### src/rtl/bounce_gen.sv
// Emulates a mechanically bouncing switch: each accepted level change toggles
// dout an odd number of times with pseudo-random gaps, holds, then pulses done.
module bounce_gen #(
   parameter int         NBOUNCE = 2,
   parameter int         GAPW    = 3,
   parameter int         HOLD    = 8,
   parameter logic [7:0] SEED    = 8'hA5
) (
   input  logic clkDiv190,
   input  logic rst,
   input  logic start,
   input  logic level,
   output logic dout,
   output logic busy,
   output logic done
);

   localparam int TOGW = 5;
   localparam int GW   = GAPW + 1;

   localparam logic [TOGW-1:0] TOG_LOAD  = TOGW'(2 * NBOUNCE);
   localparam logic [7:0]      HOLD_LOAD = 8'(HOLD);

   typedef enum logic [1:0] {
      IDLE,
      BOUNCE,
      SETTLE
   } state_t;

   state_t          state_q, state_d;
   logic [7:0]      lfsr_q, lfsr_d;
   logic            dout_q, dout_d;
   logic            busy_q, busy_d;
   logic            done_q, done_d;
   logic            target_q, target_d;
   logic [TOGW-1:0] tog_q, tog_d;
   logic [GW-1:0]   gap_q, gap_d;
   logic [7:0]      hold_q, hold_d;
   logic [GW-1:0]   gap_load;

   // Taps 8,6,5,4 of x^8+x^6+x^5+x^4+1; the LFSR free-runs in every state.
   assign lfsr_d   = {lfsr_q[6:0], lfsr_q[7] ^ lfsr_q[5] ^ lfsr_q[4] ^ lfsr_q[3]};
   assign gap_load = {1'b0, lfsr_q[GAPW-1:0]} + GW'(1);

   always_ff @(posedge clkDiv190 or posedge rst) begin
      if (rst) begin
         state_q  <= IDLE;
         lfsr_q   <= SEED;
         dout_q   <= 1'b0;
         busy_q   <= 1'b0;
         done_q   <= 1'b0;
         target_q <= 1'b0;
         tog_q    <= '0;
         gap_q    <= '0;
         hold_q   <= '0;
      end else begin
         state_q  <= state_d;
         lfsr_q   <= lfsr_d;
         dout_q   <= dout_d;
         busy_q   <= busy_d;
         done_q   <= done_d;
         target_q <= target_d;
         tog_q    <= tog_d;
         gap_q    <= gap_d;
         hold_q   <= hold_d;
      end
   end

   always_comb begin
      state_d  = state_q;
      dout_d   = dout_q;
      target_d = target_q;
      tog_d    = tog_q;
      gap_d    = gap_q;
      hold_d   = hold_q;
      done_d   = 1'b0;

      unique case (state_q)
         IDLE: begin
            if (start) begin
               if (level != dout_q) begin
                  dout_d   = ~dout_q;
                  target_d = level;
                  tog_d    = TOG_LOAD;
                  gap_d    = gap_load;
                  state_d  = BOUNCE;
               end else begin
                  done_d = 1'b1;
               end
            end
         end

         BOUNCE: begin
            // Terminal gap value is consumed by the toggle, never decremented past.
            if (gap_q <= GW'(1)) begin
               if (tog_q <= TOGW'(1)) begin
                  dout_d  = target_q;
                  tog_d   = '0;
                  gap_d   = '0;
                  hold_d  = HOLD_LOAD;
                  state_d = SETTLE;
               end else begin
                  dout_d = ~dout_q;
                  tog_d  = tog_q - TOGW'(1);
                  gap_d  = gap_load;
               end
            end else begin
               gap_d = gap_q - GW'(1);
            end
         end

         SETTLE: begin
            if (hold_q <= 8'd1) begin
               hold_d  = '0;
               done_d  = 1'b1;
               state_d = IDLE;
            end else begin
               hold_d = hold_q - 8'd1;
            end
         end

         default: state_d = IDLE;
      endcase

      busy_d = (state_d != IDLE);
   end

   assign dout = dout_q;
   assign busy = busy_q;
   assign done = done_q;

endmodule
### config.mk
export PLATFORM = sky130hd
export DESIGN_NAME = bounce_gen
export DESIGN_NICKNAME = d
export VERILOG_FILES = /design/src/rtl/bounce_gen.sv
export SDC_FILE = /design/constraint.sdc
export NUM_CORES = 1
export LEC_CHECK = 0
export BUFFER_PORTS_ARGS = -buffer_cell sky130_fd_sc_hd__buf_2
export CAP_MARGIN = 25
export CORE_ASPECT_RATIO = 1.75
export CORE_MARGIN = 2
export CORE_UTILIZATION = 54
export DETAILED_ROUTE_END_ITERATION = 7
export PLACE_DENSITY = 0.79
export SYNTH_ARGS = -nofsm -noshare
export SYNTH_HDL_FRONTEND = slang
export SYNTH_SLANG_ARGS = --single-unit
export TNS_END_PERCENT = 10
### constraint.sdc
create_clock -name clkDiv190 -period 2.1 [get_ports clkDiv190]
set_input_delay 0.105 -clock clkDiv190 [delete_from_list [all_inputs] [get_ports clkDiv190]]
set_output_delay 0.105 -clock clkDiv190 [all_outputs]
set_load 0.02 [all_outputs]
==> results of run 1 <==
path summary, 6_finish.rpt:
path,start,end,slack (ns),cells after the start
max in group asynchronous,rst,lfsr_q[2],1.35,4
worst max register to register,gap_q[0],tog_q[4],0.12,7
worst min register to register,lfsr_q[6],lfsr_q[7],0.36,0
worst max-delay path,gap_q[0],tog_q[4],0.12,7
worst min-delay path,level,target_q,0.12,3
min in group asynchronous,rst,hold_q[7],0.44,4
metal layers:
layer  wire length (um)  share of wire [%]
met1               1220                 38
met2               1840                 57
met3                 86                2.7
met4                 98                3.0
met5                  0                  0
power breakdown:
group,internal (mW),switching (mW),total (mW)
sequential,0.774,0.195,0.969
combinational,0.542,0.761,1.30
clock,0.226,0.210,0.436
total,1.54,1.17,2.71
per-stage QoR:
stage	util [%]	instances	total power [mW]
after global placement	58.9	194	2.16
after CTS	62.1	203	2.71
final	62.2	203	2.71
after floorplan	-	157	1.95
after detailed placement	58.9	194	2.27
after global routing	62.2	203	2.91
state kept, by name, indices dropped and copies added (netlist names):
| signal | count |
|---|---|
| busy | 1 |
| hold_q | 8 |
| state_q | 2 |
| target_q | 1 |
| tog_q | 5 |
| lfsr_q | 8 |
| gap_q | 4 |
| dout | 1 |
| done | 1 |
what timing repair did:
action	4_1_cts	5_1_grt
hold endpoints to repair	27	0
setup endpoints to repair	0	4
hold buffers	1	0
resized for setup	0	2
worst max-delay path, delay by kind of cell (launching register included):
| family | cells | cell delay (ns) |
|---|---|---|
| buf+inv | 1 | 0.11 |
| fa+ha+maj | 1 | 0.19 |
| compound gates | 2 | 0.36 |
| flops | 1 | 0.41 |
| simple gates | 3 | 0.82 |
layout by cell type, fill, tap and decap left out, drive strengths merged, types with 2 or more instances in the layout:
| cell | n |
|---|---|
| xor2 | 2 |
| dfstp | 4 |
| o21ai | 13 |
| nor4 | 3 |
| a31oi | 3 |
| dfrtp | 27 |
| o31ai | 3 |
| nor3b | 2 |
| mux2i | 2 |
| nor2b | 2 |
| a22o | 3 |
| or2 | 3 |
| nand3 | 6 |
| inv | 13 |
| clkbuf | 5 |
| nand2b | 4 |
| nor3 | 7 |
| or4 | 2 |
| o211ai | 2 |
| xnor2 | 5 |
| nor2 | 9 |
| o41ai | 2 |
| clkinv | 3 |
| nand2 | 13 |
| buf | 13 |
| ha | 7 |
logic make-up after synthesis:
kind of cell,after synthesis,synth area share [%]
DFF,31,48.0
buffers and inverters,17,5.46
xor gates and xnor gates,7,3.77
muxes,2,1.23
adders and majority gates,7,5.38
and+or+nand+nor,57,20.2
AOI/OAI and AO/OA,36,16.0
area by class of cell:
class                      instances  area share, %
sequential                        31           43.3
multi-input combinational        109           42.2
timing repair buffer              14           5.14
clock buffer                       5           3.82
inverter                          13           2.71
tap                               28           1.94
clock inverter                     3          0.833
==> qor.csv, run 1 <==
stage,metric,value,unit
grt,first-pass GRT wire length,5740,um
setup_path,critical path cell sequence,inv_1 -> ha_2 -> or2_1 -> a32oi_1 -> or2_1 -> or3_4 -> o31ai_2,
route,Vias/cell,6.10,
min_path,Hold Path Class,in2reg,
yosys,Post-Syn Nets,168,
sta,setup TNS,0,ns
floorplanning,Vert. Die Dim,76.6,um
grt,M3 GR Usage,5.21,%
cts,CTS tree,built,
sta,Worst Max-Slew Pin Slew,0.448,ns
sta,final setup skew,0.00492,ns
power,maximum VDD drop,877,uV
cts,clk sinks,31,
finish,register area,781,um2
grt,initial antenna violation count,0,
yosys,"EDFF count, synth",0,
setup_path,CP arrival,2.17,ns
yosys,Post-Syn Area,1630,um2
sta,FMAX,504,MHz
sta,worst hold margin,0.125,ns
yosys,mean area per synthesized cell,10.4,um2
yosys,most common library cells after synthesis,"27 x dfrtp_1, 13 x inv_1, 13 x nand2_1, 8 x nor2_1",
placement,# port buffers,6,
sta,final setup fails,0,
setup_path,critical path class,reg2reg,
cts,latest clock arrival within the worst-skew pair,0.28,ns
grt,pin count of the biggest net entering global routing,32,
cts,root buffer cell,clkbuf_8,
sta,Setup WS post-layout,0.117,ns
grt,Overflow after GRT,0,
sta,"Period Utilization, post-route",94.4,%
route,violation count after the first detailed-routing iteration,39,
yosys,dominant cell type by area after synthesis,dfrtp_1,
sta,Final Critical Period,1.98,ns
yosys,"FFs w/ async S/R, synth",100,%
setup_path,Slowest cell on crit path,dfrtp_1,
setup_path,crit path launch type,register,
yosys,"Top FF cell, synth",dfrtp_1,
floorplanning,Die Wd,45.5,um
cts,CTS Buffer Depth,2,
route,DRC errors left,0,
setup_path,most frequent CP cell,or2_1,
floorplanning,Core Region,2900,um2
cts,Num CTS Buffers,5,
finish,share of layout cells above drive strength 1,20.0,%
placement,Area after DPL,1710,um2
route,DRT Pass-1 Iters,4,
finish,area of the multi-input gates,761,um2
finish,nets@finish,185,
sta,RSZ-0062 raised after global routing,false,
floorplanning,starting density of the core,56.2,%
yosys,"Distinct cells, synth",48,
cts,post-CTS setup buffer count,0,
setup_path,largest stage delay on the critical path,0.41,ns
setup_path,WP data required,2.29,ns
sta,Worst slew margin,69.8,%
yosys,Syn. warnings,0,
yosys,"Seq/Total Area, Yosys",48.0,%
setup_path,Crit. End Element,register,
sta,Final Hold Fails,0,
status,status,"complete, no violations",
floorplanning,die area,3490,um2
finish,ant diodes,0,
yosys,Cells after Synth,157,
yosys,area share of the largest cell type after synthesis,41.5,%
route,Vias,1239,
cts,Worst-path clk slew,0.06,ns
grt,GRT Max-Usage Layer,met2,
floorplanning,Rows,26,
grt,GR Util met2,38.9,%
grt,vias in the first global route,1316,
route,total routed wirelength,3240,um
placement,GP Congestion,0.870,
flow_run,MaxCap Viol Count,0,
finish,FILL cells,234,
power,pwr dens,1500,nW/um2
yosys,#FFs+latches synth,31,
floorplanning,I/O pin cnt,7,
grt,GRT Total Usage,22.3,%
grt,M1 GR Usage,24.4,%
placement,Detailed Place HPWL,2440,um
setup_path,crit-path max FO,4,
route,WL/cell,15.9,um
yosys,Synth area leaders,"dfrtp_1 42%, dfstp_2 6.5%, ha_1 5.4%",
power,Pleak,0.833,nW
sta,max-slew violation count,0,
route,Routed Antenna Nets,0,
finish,design area,1800,um2
placement,Setup WS pre-CTS,0.107,ns
finish,Layout area overhead,10.7,%
cts,htree depth,2,
yosys,most common cell in the netlist,dfrtp_1,
(Power assumes the default switching activity.)
==> inputs of run 2 (changes only) <==
- CELL_PAD_IN_SITES_DETAIL_PLACEMENT: unset -> 1
- CELL_PAD_IN_SITES_GLOBAL_PLACEMENT: unset -> 2
- CORE_UTILIZATION: 54 -> 36
==> qor.csv, run 2 (same netlist as run 1, synthesis figures left out) <==
stage,metric,value,unit,change
setup_path,crit-path max FO,4,,unchanged
finish,"most common cell after layout, fill and taps aside",dfrtp_1,,
cts,CTS resizes,0,,unchanged
route,DRC errors left,0,,unchanged
sta,Setup WS post-layout,0.104,ns,-0.0126 ns
route,Routed Antenna Nets,0,,unchanged
sta,Final Critical Period,2.00,ns,+0.0126 ns
status,status,"complete, no violations",,
placement,GP Congestion,0.773,,-11%
finish,register area,781,um2,unchanged
power,pwr dens,1540,nW/um2,+2.4%
cts,CTS Buffer Depth,2,,unchanged
floorplanning,starting density of the core,37.3,%,-19 points
finish,ant diodes,0,,unchanged
setup_path,largest stage delay on the critical path,0.42,ns,about the same
placement,# port buffers,6,,unchanged
route,WL/cell,16.8,um,+5.4%
cts,root buffer cell,clkbuf_8,,
setup_path,CP arrival,2.20,ns,+0.03 ns
power,Reg power frac,33.5,%,-2.3 points
finish,most frequent cells in the layout,"27 x dfrtp_1, 13 x inv_1, 13 x nand2_1",,
setup_path,crit path launch type,register,,
finish,area of the multi-input gates,758,um2,-0.33%
finish,nets@finish,190,,+2.7%
power,Psw,1.23,mW,+5.6%
sta,max-slew violation count,0,,unchanged
placement,Setup WS pre-CTS,0.0812,ns,-0.0254 ns
grt,vias in the first global route,1426,,+8.4%
setup_path,crit-path leading delay family,simple AND/OR/NAND/NOR gates,,
cts,Num CTS Buffers,5,,unchanged
floorplanning,Vert. Die Dim,93.0,um,+21%
power,Switching Fraction,42.5,%,-0.53 points
sta,final setup skew,0.00747,ns,+0.00255 ns
grt,pin count of the biggest net entering global routing,15,,-53%
power,Clk network pwr share,18.3,%,+2.2 points
route,violation count after the first detailed-routing iteration,13,,-67%
route,total routed wirelength,3880,um,+20%
sta,final setup fails,0,,unchanged
floorplanning,Die Wd,54.8,um,+20%
cts,htree depth,2,,unchanged
setup_path,WP data required,2.30,ns,about the same
power,Int Pwr,1.66,mW,+7.9%
sta,FMAX,501,MHz,-0.63%
power,maximum VDD drop,746,uV,-15%
setup_path,number of buffers and inverters on the critical path,1,,unchanged
sta,worst hold margin,0.127,ns,+0.00271 ns
finish,share of layout cells above drive strength 1,21.1,%,+1.1 points
floorplanning,Rows,32,,+23%
setup_path,Crit. End Element,register,,
sta,Worst slew margin,67.7,%,-2.1 points
cts,clk sinks,31,,unchanged
min_path,Hold Path Class,in2reg,,
power,Pleak,0.862,nW,+3.5%
grt,Overflow after GRT,0,,unchanged
floorplanning,I/O pin cnt,7,,unchanged
route,Vias/cell,5.52,,-9.6%
route,DRT Pass-1 Iters,4,,unchanged
finish,Layout area overhead,15.6,%,
power,Logic pwr share,48.2,%,about the same
floorplanning,Core Region,4360,um2,+51%
cts,CTS tree,built,,
grt,initial antenna violation count,0,,unchanged
sta,Final Hold Fails,0,,unchanged
placement,Detailed Place HPWL,2950,um,+21%
setup_path,critical path class,reg2reg,,
sta,Worst Max-Slew Pin Slew,0.484,ns,+0.0353 ns
sta,"Period Utilization, post-route",95.0,%,+0.60 points
finish,Final Util,43.1,%,-19 points
setup_path,critical path cell sequence,inv_1 -> ha_1 -> or2_0 -> a32oi_1 -> or2_1 -> or3_4 -> o31ai_2,,
setup_path,Slowest cell on crit path,or3_4,,
cts,latest clock arrival within the worst-skew pair,0.29,ns,about the same
flow_run,MaxCap Viol Count,0,,unchanged
cts,Worst-path clk slew,0.07,ns,about the same
finish,largest registers,"hold_q (8), lfsr_q (8), tog_q (5)",,
route,Vias,1274,,+2.8%
grt,GRT Total Usage,18.4,%,-3.9 points
grt,first-pass GRT wire length,6730,um,+17%
floorplanning,die area,5100,um2,+46%
finish,FILL cells,499,,+110%
run 2: cell types whose count changed in the layout (fill, tap and decap cells not counted):
cell / change
ha_2: -1
clkinv_2: -3
clkbuf_1: +1
buf_4: +5
or2_0: +1
or2_1: -1
ha_1: +1
clkbuf_8: +2
run 2: repair_timing:
item | in CTS | in global routing
hold buffers | 1 | 0
endpoints found under the hold margin | 8 | 0
setup buffers | 0 | 2
setup endpoints to repair | 0 | 3
run 2: path summary, 6_finish.rpt:
path	slack [ns]	start	cells past startpoint	to
min in group asynchronous	0.39	rst	3	hold_q[1]
setup reg to reg	0.10	gap_q[1]	7	tog_q[4]
hold / removal	0.13	level	3	target_q
setup / recovery	0.10	gap_q[1]	7	tog_q[4]
hold reg to reg	0.37	lfsr_q[6]	0	lfsr_q[7]
max in group asynchronous	1.18	rst	4	gap_q[0]
run 2: cell type report:
class	count	area share (%)
Multi-Input combinational cell	109	40.3
Inverter	13	2.59
Timing Repair Buffer	19	6.91
Sequential cell	31	41.5
Clock buffer	8	5.32
Tap cell	51	3.39
run 2: metal layers:
metal	vias to the layer above	GRT usage, %	wire, um
li1	599	-	-
met1	654	19.0	1440
met2	13	33.6	2300
met3	8	4.03	65
met4	0	6.88	76
met5	-	0	0
run 2: stage by stage:
| step | setup TNS, ns | instances | power [mW] | area (um2) |
|---|---|---|---|---|
| after global routing | -0.00225 | 231 | 3.13 | 1880 |
| after floorplan | 0 | 157 | 1.95 | 1630 |
| after CTS | 0 | 229 | 2.90 | 1870 |
| final | 0 | 231 | 2.90 | 1880 |
| after global placement | 0 | 220 | 2.28 | 1760 |
| after detailed placement | 0 | 220 | 2.35 | 1760 |
run 2: worst register-to-register path, cell delays in order (launching register included):
cell     delay, ns
dfrtp_1       0.41
inv_1         0.09
ha_1          0.18
or2_0         0.15
a32oi_1       0.16
or2_1         0.30
or3_4         0.42
o31ai_2       0.21
run 2: power groups by stage:
stage	Combinational [mW]	Clock, mW	Sequential [mW]
after floorplan	0.999	0	0.949
after global placement	1.31	0	0.968
after detailed placement	1.36	0	0.987
after CTS	1.38	0.539	0.979
after global routing	1.57	0.572	0.997
final	1.40	0.530	0.971
